$ cat src/rtl/fir_xifu_ex.sv
// ============================================================================
//  Module   : fir_xifu_ex
//  Purpose  : FIR XIFU execute stage (XIF memory requests, 2-cycle dot-product).
//             Optional write-back bypass on operand A: define FIR_XIFU_EX_FWD_EN.
//  Revision : 1.0 - initial release
// ============================================================================
`default_nettype none

module fir_xifu_ex #(
    parameter int unsigned ID_WIDTH  = 4,
    parameter int unsigned IMM_WIDTH = 12
) (
    input  logic                 clk_i,
    input  logic                 rst_ni,
    input  logic                 valid_i,
    output logic                 ready_o,
    input  logic [1:0]           instr_i,
    input  logic [ID_WIDTH-1:0]  id_i,
    input  logic [4:0]           rs1_i,
    input  logic [4:0]           rd_i,
    input  logic [31:0]          op_a_i,
    input  logic [31:0]          op_b_i,
    input  logic [31:0]          op_c_i,
    input  logic [IMM_WIDTH-1:0] imm_i,
    input  logic                 wb_fwd_we_i,
    input  logic [4:0]           wb_fwd_rd_i,
    input  logic [31:0]          wb_fwd_result_i,
    output logic                 mem_valid_o,
    input  logic                 mem_ready_i,
    output logic [31:0]          mem_addr_o,
    output logic                 mem_we_o,
    output logic [31:0]          mem_wdata_o,
    output logic [ID_WIDTH-1:0]  mem_id_o,
    input  logic                 wb_ready_i,
    input  logic                 kill_i,
    output logic [1:0]           ex_instr_o,
    output logic [ID_WIDTH-1:0]  ex_id_o,
    output logic [4:0]           ex_rd_o,
    output logic [4:0]           ex_rs1_o,
    output logic [31:0]          ex_result_o
);

    localparam logic [1:0] OP_INVALID = 2'd0;
    localparam logic [1:0] OP_SW      = 2'd2;
    localparam logic [1:0] OP_DOTP    = 2'd3;

    typedef enum logic [2:0] {
        ST_IDLE = 3'd0,
        ST_MEM  = 3'd1,
        ST_MUL  = 3'd2,
        ST_ACC  = 3'd3,
        ST_HOLD = 3'd4
    } state_e;

    state_e                state_q, state_d;
    logic                  init_q;
    logic [1:0]            instr_q;
    logic [ID_WIDTH-1:0]   id_q;
    logic [4:0]            rs1_q, rd_q;
    logic [31:0]           a_q, b_q, c_q;
    logic [IMM_WIDTH-1:0]  imm_q;
    logic [31:0]           p0_q, p1_q;
    logic [31:0]           res_q;
    logic [1:0]            ex_instr_q;
    logic [ID_WIDTH-1:0]   ex_id_q;
    logic [4:0]            ex_rd_q, ex_rs1_q;
    logic [31:0]           ex_result_q;

    logic                  hazard;
    logic                  accept;
    logic                  load;
    logic [31:0]           a_capture;
    logic [31:0]           imm_ext;
    logic [31:0]           addr_sum;
    logic [31:0]           acc_sum;
    logic [31:0]           result;
    logic signed [31:0]    p0_d, p1_d;

    assign hazard = wb_fwd_we_i && (wb_fwd_rd_i == rs1_i) && (rs1_i != 5'd0);

`ifdef FIR_XIFU_EX_FWD_EN
    assign ready_o   = init_q && (state_q == ST_IDLE) && !kill_i;
    assign a_capture = hazard ? wb_fwd_result_i : op_a_i;
`else
    // Without the bypass, hold off until the register file has the value.
    assign ready_o   = init_q && (state_q == ST_IDLE) && !kill_i && !hazard;
    assign a_capture = op_a_i;
`endif

    assign accept   = valid_i && ready_o && (instr_i != OP_INVALID);
    assign imm_ext  = {{(32-IMM_WIDTH){imm_q[IMM_WIDTH-1]}}, imm_q};
    assign addr_sum = a_q + imm_ext;
    assign acc_sum  = c_q + p0_q + p1_q;
    assign p0_d     = $signed(a_q[15:0])  * $signed(b_q[15:0]);
    assign p1_d     = $signed(a_q[31:16]) * $signed(b_q[31:16]);

    always_comb begin
        state_d = state_q;
        load    = 1'b0;
        result  = res_q;
        case (state_q)
            ST_IDLE: begin
                if (accept) begin
                    state_d = (instr_i == OP_DOTP) ? ST_MUL : ST_MEM;
                end
            end
            ST_MEM: begin
                result = addr_sum;
                if (mem_ready_i) begin
                    if (wb_ready_i) begin
                        load    = 1'b1;
                        state_d = ST_IDLE;
                    end else begin
                        state_d = ST_HOLD;
                    end
                end
            end
            ST_MUL: begin
                state_d = ST_ACC;
            end
            ST_ACC: begin
                result = acc_sum;
                if (wb_ready_i) begin
                    load    = 1'b1;
                    state_d = ST_IDLE;
                end else begin
                    state_d = ST_HOLD;
                end
            end
            ST_HOLD: begin
                if (wb_ready_i) begin
                    load    = 1'b1;
                    state_d = ST_IDLE;
                end
            end
            default: begin
                state_d = ST_IDLE;
            end
        endcase
        if (kill_i) begin
            state_d = ST_IDLE;
            load    = 1'b0;
        end
    end

    always_ff @(posedge clk_i or negedge rst_ni) begin
        if (!rst_ni) begin
            state_q <= ST_IDLE;
            init_q  <= 1'b0;
        end else begin
            state_q <= state_d;
            init_q  <= 1'b1;
        end
    end

    always_ff @(posedge clk_i or negedge rst_ni) begin
        if (!rst_ni) begin
            instr_q <= OP_INVALID;
            id_q    <= '0;
            rs1_q   <= '0;
            rd_q    <= '0;
            a_q     <= '0;
            b_q     <= '0;
            c_q     <= '0;
            imm_q   <= '0;
            p0_q    <= '0;
            p1_q    <= '0;
            res_q   <= '0;
        end else begin
            if (accept) begin
                instr_q <= instr_i;
                id_q    <= id_i;
                rs1_q   <= rs1_i;
                rd_q    <= rd_i;
                a_q     <= a_capture;
                b_q     <= op_b_i;
                c_q     <= op_c_i;
                imm_q   <= imm_i;
            end
            if (state_q == ST_MUL) begin
                p0_q <= p0_d;
                p1_q <= p1_d;
            end
            // Keeps the finished result available while write-back stalls.
            if ((state_q == ST_MEM) || (state_q == ST_ACC)) begin
                res_q <= result;
            end
        end
    end

    always_ff @(posedge clk_i or negedge rst_ni) begin
        if (!rst_ni) begin
            ex_instr_q  <= OP_INVALID;
            ex_id_q     <= '0;
            ex_rd_q     <= '0;
            ex_rs1_q    <= '0;
            ex_result_q <= '0;
        end else if (kill_i) begin
            ex_instr_q  <= OP_INVALID;
        end else if (load) begin
            ex_instr_q  <= instr_q;
            ex_id_q     <= id_q;
            ex_rd_q     <= rd_q;
            ex_rs1_q    <= rs1_q;
            ex_result_q <= result;
        end else if (wb_ready_i) begin
            ex_instr_q  <= OP_INVALID;
        end
    end

    assign mem_valid_o = (state_q == ST_MEM);
    assign mem_addr_o  = a_q;
    assign mem_we_o    = (state_q == ST_MEM) && (instr_q == OP_SW);
    assign mem_wdata_o = b_q;
    assign mem_id_o    = id_q;

    assign ex_instr_o  = ex_instr_q;
    assign ex_id_o     = ex_id_q;
    assign ex_rd_o     = ex_rd_q;
    assign ex_rs1_o    = ex_rs1_q;
    assign ex_result_o = ex_result_q;

endmodule

`default_nettype wire

$ cat config.mk
export PLATFORM = sky130hd
export DESIGN_NAME = fir_xifu_ex
export DESIGN_NICKNAME = d
export VERILOG_FILES = /design/src/rtl/fir_xifu_ex.sv
export SDC_FILE = /design/constraint.sdc
export NUM_CORES = 2
export LEC_CHECK = 0
export CORE_ASPECT_RATIO = 0.75
export CORE_UTILIZATION = 66
export CTS_BUF_LIST = sky130_fd_sc_hd__clkbuf_4 sky130_fd_sc_hd__clkbuf_8
export DETAILED_ROUTE_END_ITERATION = 8
export PLACE_DENSITY = 0.93
export REMOVE_ABC_BUFFERS = 1
export SYNTH_ARGS = -nofsm -noshare
export SYNTH_HDL_FRONTEND = slang
export SYNTH_SLANG_ARGS = --single-unit
$ cat constraint.sdc
create_clock -name clk_i -period 16.05 [get_ports clk_i]
set_clock_uncertainty 0.2 [all_clocks]
set_input_delay 2.4075 -clock clk_i [delete_from_list [all_inputs] [get_ports clk_i]]
set_output_delay 2.4075 -clock clk_i [all_outputs]
set_load 0.005 [all_outputs]
---- Word level (Yosys, flattened, before mapping) ----
Index checks and enable logic that the tools add are counted.
word-level totals
  word-level logic and storage cells ...... 67
  input bits .............................. 168
  output and inout bits ................... 119
  register bits ........................... 272
operators by class
  reductions and logical operators ........ 18
  multiply operators ...................... 2
  $add $sub $neg .......................... 3
  muxes and demuxes ....................... 15
  eq/ne operators ......................... 10
  bitwise operators ....................... 1
operator list
  kind                count
  $add 32x32->32      3
  $mul 16x16->32      2
  $pmux 32 s2         1
  $mux 3              5
  $pmux 3 s5          1
  $logic_and 1x1->1   8
  $mux 2              4
  $eq 3x2->1 const B  2
  $ne 3x3->1 const B  2
  $eq 5x5->1          1
  $reduce_bool 5->1   1
  $eq 2x2->1 const B  2
  $eq 3x1->1 const B  1
  $eq 3x3->1 const B  1
  $logic_not 3->1     1
  $mux 1              3
  $ne 3x1->1 const B  1
  $reduce_and 3->1    1
  $reduce_bool 3->1   1
  $logic_not 1->1     2
  $pmux 1 s2          1
  $reduce_and 2->1    1
  $reduce_bool 2->1   1
  $reduce_or 2->1     1
  2 further kinds     2

---- Depth between registers and ports, before layout ----
  word-level depth ........................ 10
  gate-level depth with buffers ........... 25
  gate-level depth less buffers ........... 22

---- Least setup slack after synthesis ----
No wires, ideal clock.
  path type ............................... register -> register
  from .................................... register a_q[15], in the netlist mem_addr_o[15]
  to ...................................... register p0_q[31]
  cell stages (with the launch flop) ...... 22
  clock period less this slack ............ 6.470 ns
  data required time ...................... 15.768 ns
  slack ................................... 9.580 ns
  buffers on the path ..................... 1
  library setup time ...................... 0.082 ns
  arrival ................................. 6.188 ns
  cells stage by stage .................... dfrtp_1 -> clkbuf_1 -> nand2_1 -> inv_1 -> fa_1 -> fa_1 -> fa_1 -> fa_1 -> fa_1 -> inv_1 -> fa_1 -> inv_1 -> ha_1 -> a21o_1 -> a21o_1 -> a21oi_1 -> o21ai_0 -> o21ai_1 -> a21oi_1 -> o211a_1 -> or3_1 -> a31oi_1
on the way
  word-level cells in the longest chain between the ends .. 1
ends and longest elaborated chain
  item                    RTL line  source
  from (decl)             60        logic [31:0] a_q, b_q, c_q;
  from (signal assigned)  175       a_q <= a_capture;
  $mul 16x16->32          94        assign p0_d = $signed(a_q[15:0]) * $signed(b_q[15:0]);
  to (signal assigned)    181       p0_q <= p0_d;
  to (decl)               62        logic [31:0] p0_q, p1_q;
No other way between the ends.
A chain may end at the register's enable or synchronous reset.

---- Final worst setup path ----
  from .................................... register a_q[15], in the netlist mem_addr_o[15]
  to ...................................... register p0_q[29]
The elaborated chain is that of the path after synthesis.

==> metrics.txt <==
# TYPE chip_impl_metric gauge
chip_impl_metric{name="timing.critical_path.arrival",unit="ps"} 7890
chip_impl_metric{name="maxSlewViolCount",unit=""} 0
chip_impl_info{name="synth_top_cells_by_count",value="593 x sky130_fd_sc_hd__inv_1, 557 x sky130_fd_sc_hd__fa_1, 470 x sky130_fd_sc_hd__nand2_1, 272 x sky130_fd_sc_hd__dfrtp_1, 250 x sky130_fd_sc_hd__and2_1"} 1
chip_impl_info{name="critical_path_class",value="flop to flop"} 1
chip_impl_metric{name="layout.filler_cells",unit=""} 3193
chip_impl_info{name="worstReg2RegEnd",value="p0_q[29]"} 1
chip_impl_metric{name="finalSetupViolations",unit=""} 0
chip_impl_metric{name="first_pass_iters",unit=""} 6
chip_impl_metric{name="grt_antenna_before_repair",unit=""} 2
chip_impl_metric{name="detail_route.vias_per_cell",unit=""} 6.046
chip_impl_metric{name="clkTransAtPathRegs",unit="ps"} 70
chip_impl_metric{name="maxClockFrequency",unit="MHz"} 132.5
chip_impl_metric{name="dieHeight",unit="um"} 197.5
chip_impl_metric{name="detailroute.via_count",unit=""} 26260
chip_impl_metric{name="fraction_of_the_yosys_area_taken_by_sequential_cells",unit="%"} 20.23
chip_impl_metric{name="h-tree-depth",unit=""} 2
chip_impl_info{name="most_area_hungry_cell_type_in_the_yosys_netlist",value="sky130_fd_sc_hd__fa_1"} 1
chip_impl_info{name="crit-reg2reg-launch",value="mem_addr_o[15]"} 1
chip_impl_metric{name="routedWlPerCell",unit="um"} 19.91
chip_impl_metric{name="cts_made_buffers",unit=""} 46
chip_impl_metric{name="maxSlewHeadroom",unit="%"} 23.66
chip_impl_metric{name="synth.yosys.warnings",unit=""} 0
chip_impl_metric{name="cts_repair_resize_count",unit=""} 0
chip_impl_metric{name="first_global_vias",unit=""} 28180
chip_impl_metric{name="met3_length",unit="mm"} 9.040
chip_impl_metric{name="synth.top_cell.area_share",unit="%"} 33.14
chip_impl_info{name="grt_setup_unrepaired",value="false"} 1
chip_impl_info{name="tritoncts",value="done"} 1
chip_impl_metric{name="async_reset_ff_share",unit="%"} 100.0
chip_impl_metric{name="totalNegativeSetupSlack",unit="ps"} 0
chip_impl_metric{name="nNetsFinal",unit=""} 4603
chip_impl_metric{name="path_max_fanout",unit=""} 19
chip_impl_metric{name="grt_use_total",unit="%"} 35.02
chip_impl_metric{name="io_pins",unit=""} 287
chip_impl_metric{name="tightestPinTransition",unit="ps"} 1145
chip_impl_metric{name="worst_skew_pair_latency",unit="ps"} 670
chip_impl_metric{name="layout_worst_path_cycle_share",unit="%"} 47.04
chip_impl_metric{name="reg2reg_setup_slack",unit="ps"} 8500
chip_impl_metric{name="syn_area_per_cell",unit="um^2"} 9.727
chip_impl_metric{name="initial_core_util",unit="%"} 67.03
chip_impl_metric{name="dr_wl_met2",unit="mm"} 40.61
chip_impl_metric{name="grt_first_pass_wirelength",unit="mm"} 143.4
chip_impl_metric{name="clk_sink_count",unit=""} 272
chip_impl_metric{name="holdBufCountCts",unit=""} 0
chip_impl_info{name="worst_setup_path_endpoint",value="p0_q[29]"} 1
chip_impl_metric{name="synth_seq_cells",unit=""} 272
chip_impl_metric{name="globalRouteOverflowTotal",unit=""} 0
chip_impl_metric{name="post_synth_inst_count",unit=""} 3459
chip_impl_metric{name="final_core_utilization",unit="%"} 75.01
chip_impl_metric{name="clk_path_buf_depth",unit=""} 3
chip_impl_metric{name="dieArea",unit="um^2"} 51900
chip_impl_info{name="min-delay-path-class",value="flop to flop"} 1
chip_impl_metric{name="worst_r2r_path_depth",unit=""} 19
chip_impl_info{name="worstSetupStartpoint",value="mem_addr_o[15]"} 1
chip_impl_info{name="yosysMostFrequentCell",value="sky130_fd_sc_hd__inv_1"} 1
chip_impl_info{name="startpoint_type",value="flop"} 1
chip_impl_metric{name="synth_edf_count",unit=""} 0
chip_impl_info{name="ys_dominant_reg_cell",value="sky130_fd_sc_hd__dfrtp_1"} 1
chip_impl_metric{name="timing_hold_violations_final",unit=""} 0
chip_impl_metric{name="min_period",unit="ps"} 7550
chip_impl_metric{name="routabilityCongestion",unit=""} 0.9537
chip_impl_metric{name="dp_hpwl",unit="mm"} 64.72
chip_impl_metric{name="drc",unit=""} 0
chip_impl_metric{name="portBuffers",unit=""} 254
chip_impl_info{name="dominant_cells_by_area_after_synthesis",value="sky130_fd_sc_hd__fa_1 33%, sky130_fd_sc_hd__dfrtp_1 20%, sky130_fd_sc_hd__ha_1 8.4%, sky130_fd_sc_hd__inv_1 6.6%, sky130_fd_sc_hd__nand2_1 5.2%"} 1
chip_impl_metric{name="rows",unit=""} 71
chip_impl_metric{name="worst_ep_required_time",unit="ps"} 16390
chip_impl_metric{name="synth_cell_types",unit=""} 84
chip_impl_metric{name="core_box_area",unit="um^2"} 50190
chip_impl_info{name="status",value="finished, final reports clean"} 1
chip_impl_metric{name="synth.cell_area",unit="um^2"} 33650
chip_impl_info{name="cts.root.buffer_cell",value="sky130_fd_sc_hd__clkbuf_8"} 1
chip_impl_metric{name="number_of_max_cap_violations",unit=""} 0
chip_impl_metric{name="fraction_of_final_layout_cells_with_drive_strength_greater_than_1",unit="%"} 6.784
chip_impl_info{name="routed.top_layer",value="met5"} 1
chip_impl_metric{name="initialDrtViolationCount",unit=""} 2471
chip_impl_metric{name="wl",unit="mm"} 86.48
chip_impl_info{name="critPathCaptureType",value="flop"} 1
chip_impl_metric{name="floorplan.die.width",unit="um"} 262.7
chip_impl_metric{name="m1WireLength",unit="mm"} 33.44
chip_impl_metric{name="largest_net_degree_at_the_start_of_global_routing",unit=""} 111
chip_impl_metric{name="final_antenna_net_count",unit=""} 0
chip_impl_metric{name="post-cts-setup-buffers",unit=""} 0
chip_impl_metric{name="area_growth_syn_to_layout",unit="%"} 11.90
-- registers in the layout, summed over array words and instances (netlist names) --
register / cells
c_q: 32
ex_id_o: 4
ex_instr_o: 2
ex_rd_o: 5
ex_result_o: 32
ex_rs1_o: 5
imm_q: 12
init_q: 1
instr_q: 2
mem_addr_o: 32
mem_id_o: 4
mem_wdata_o: 32
p0_q: 32
p1_q: 32
rd_q: 5
res_q: 32
rs1_q: 5
state_q: 3
-- metrics by stage --
step	worst slack (ps)	area, um^2	std cells	hold slack, ps
6_report	8500	37650	4344	267.1
5_1_grt	8202	37650	4344	287.2
4_1_cts	8648	37640	4342	268.3
3_5_place_dp	8710	36660	4262	255.9
3_3_place_gp	8897	36660	4262	241.1
2_1_floorplan	9048	33150	3335	231.5
-- layer usage --
metal / global-route usage (%) / vias up
met5: 0 / -
met4: 14.18 / 2
met3: 7.828 / 267
met2: 56.33 / 1444
met1: 46.53 / 13260
li1: - / 11290
-- critical path, cell delays in order, from the launching register on --
cell,delay (ps)
sky130_fd_sc_hd__dfrtp_1,910
sky130_fd_sc_hd__nand2_1,240
sky130_fd_sc_hd__inv_1,190
sky130_fd_sc_hd__fa_1,560
sky130_fd_sc_hd__fa_1,950
sky130_fd_sc_hd__fa_1,550
sky130_fd_sc_hd__fa_1,510
sky130_fd_sc_hd__fa_1,500
sky130_fd_sc_hd__inv_1,50
sky130_fd_sc_hd__fa_1,470
sky130_fd_sc_hd__inv_1,40
sky130_fd_sc_hd__ha_1,360
sky130_fd_sc_hd__nand4_1,210
sky130_fd_sc_hd__or3_1,350
sky130_fd_sc_hd__nor3_1,380
sky130_fd_sc_hd__o21ai_1,210
sky130_fd_sc_hd__a21oi_1,320
sky130_fd_sc_hd__o21a_1,170
sky130_fd_sc_hd__nor3_1,50
sky130_fd_sc_hd__o31ai_1,220
-- kinds of logic (layout without fill, tap and decap cells) --
| kind of cell | count (synthesis) | after routing | synth area share (%) |
|---|---|---|---|
| compound gates | 452 | 452 | 8.854 |
| xor+xnor | 110 | 110 | 2.863 |
| fa+ha+maj | 782 | 782 | 41.51 |
| buf+inv | 718 | 944 | 8.107 |
| flops | 272 | 272 | 20.23 |
| mux | 144 | 144 | 4.775 |
| other cells | 1 | 3 | 0.01115 |
| simple gates | 980 | 980 | 13.65 |
-- cell usage in the layout, fill, tap and decap left out, types with 44 or more instances in the layout --
cell type,instances
sky130_fd_sc_hd__inv_1,593
sky130_fd_sc_hd__fa_1,557
sky130_fd_sc_hd__nand2_1,470
sky130_fd_sc_hd__dfrtp_1,272
sky130_fd_sc_hd__clkdlybuf4s50_1,253
sky130_fd_sc_hd__and2_1,250
sky130_fd_sc_hd__ha_1,225
sky130_fd_sc_hd__nor2_1,122
sky130_fd_sc_hd__mux2_2,121
sky130_fd_sc_hd__o21ai_0,111
sky130_fd_sc_hd__a21oi_1,101
sky130_fd_sc_hd__xnor2_1,72
sky130_fd_sc_hd__clkbuf_8,52
sky130_fd_sc_hd__a21o_1,44
-- cell type report --
| cell class | count | area (um^2) | share of cell area [%] |
|---|---|---|---|
| multi-input combinational | 2469 | 24140 | 64.11 |
| clock inverter | 15 | 168.9 | 0.4486 |
| tap | 657 | 822.0 | 2.183 |
| timing repair buffer | 270 | 2668 | 7.085 |
| antenna | 2 | 5.005 | 0.01329 |
| sequential | 272 | 6807 | 18.08 |
| inverter | 594 | 2230 | 5.922 |
| clock buffer | 65 | 813.3 | 2.160 |
-- worst min-delay path by stage --
stage	cells after the start	startpoint	slack, ps	end
2_1_floorplan	2	rd_q[3]	230	ex_rd_o[3]
3_3_place_gp	2	rs1_q[4]	240	ex_rs1_o[4]
3_5_place_dp	2	rs1_q[3]	260	ex_rs1_o[3]
4_1_cts	2	rs1_q[3]	270	ex_rs1_o[3]
5_1_grt	2	rd_q[1]	290	ex_rd_o[1]
6_report	2	rd_q[4]	270	ex_rd_o[4]
Power is not shown: default switching activity piles up to over one toggle a cycle in this logic, so the estimate is an artifact.
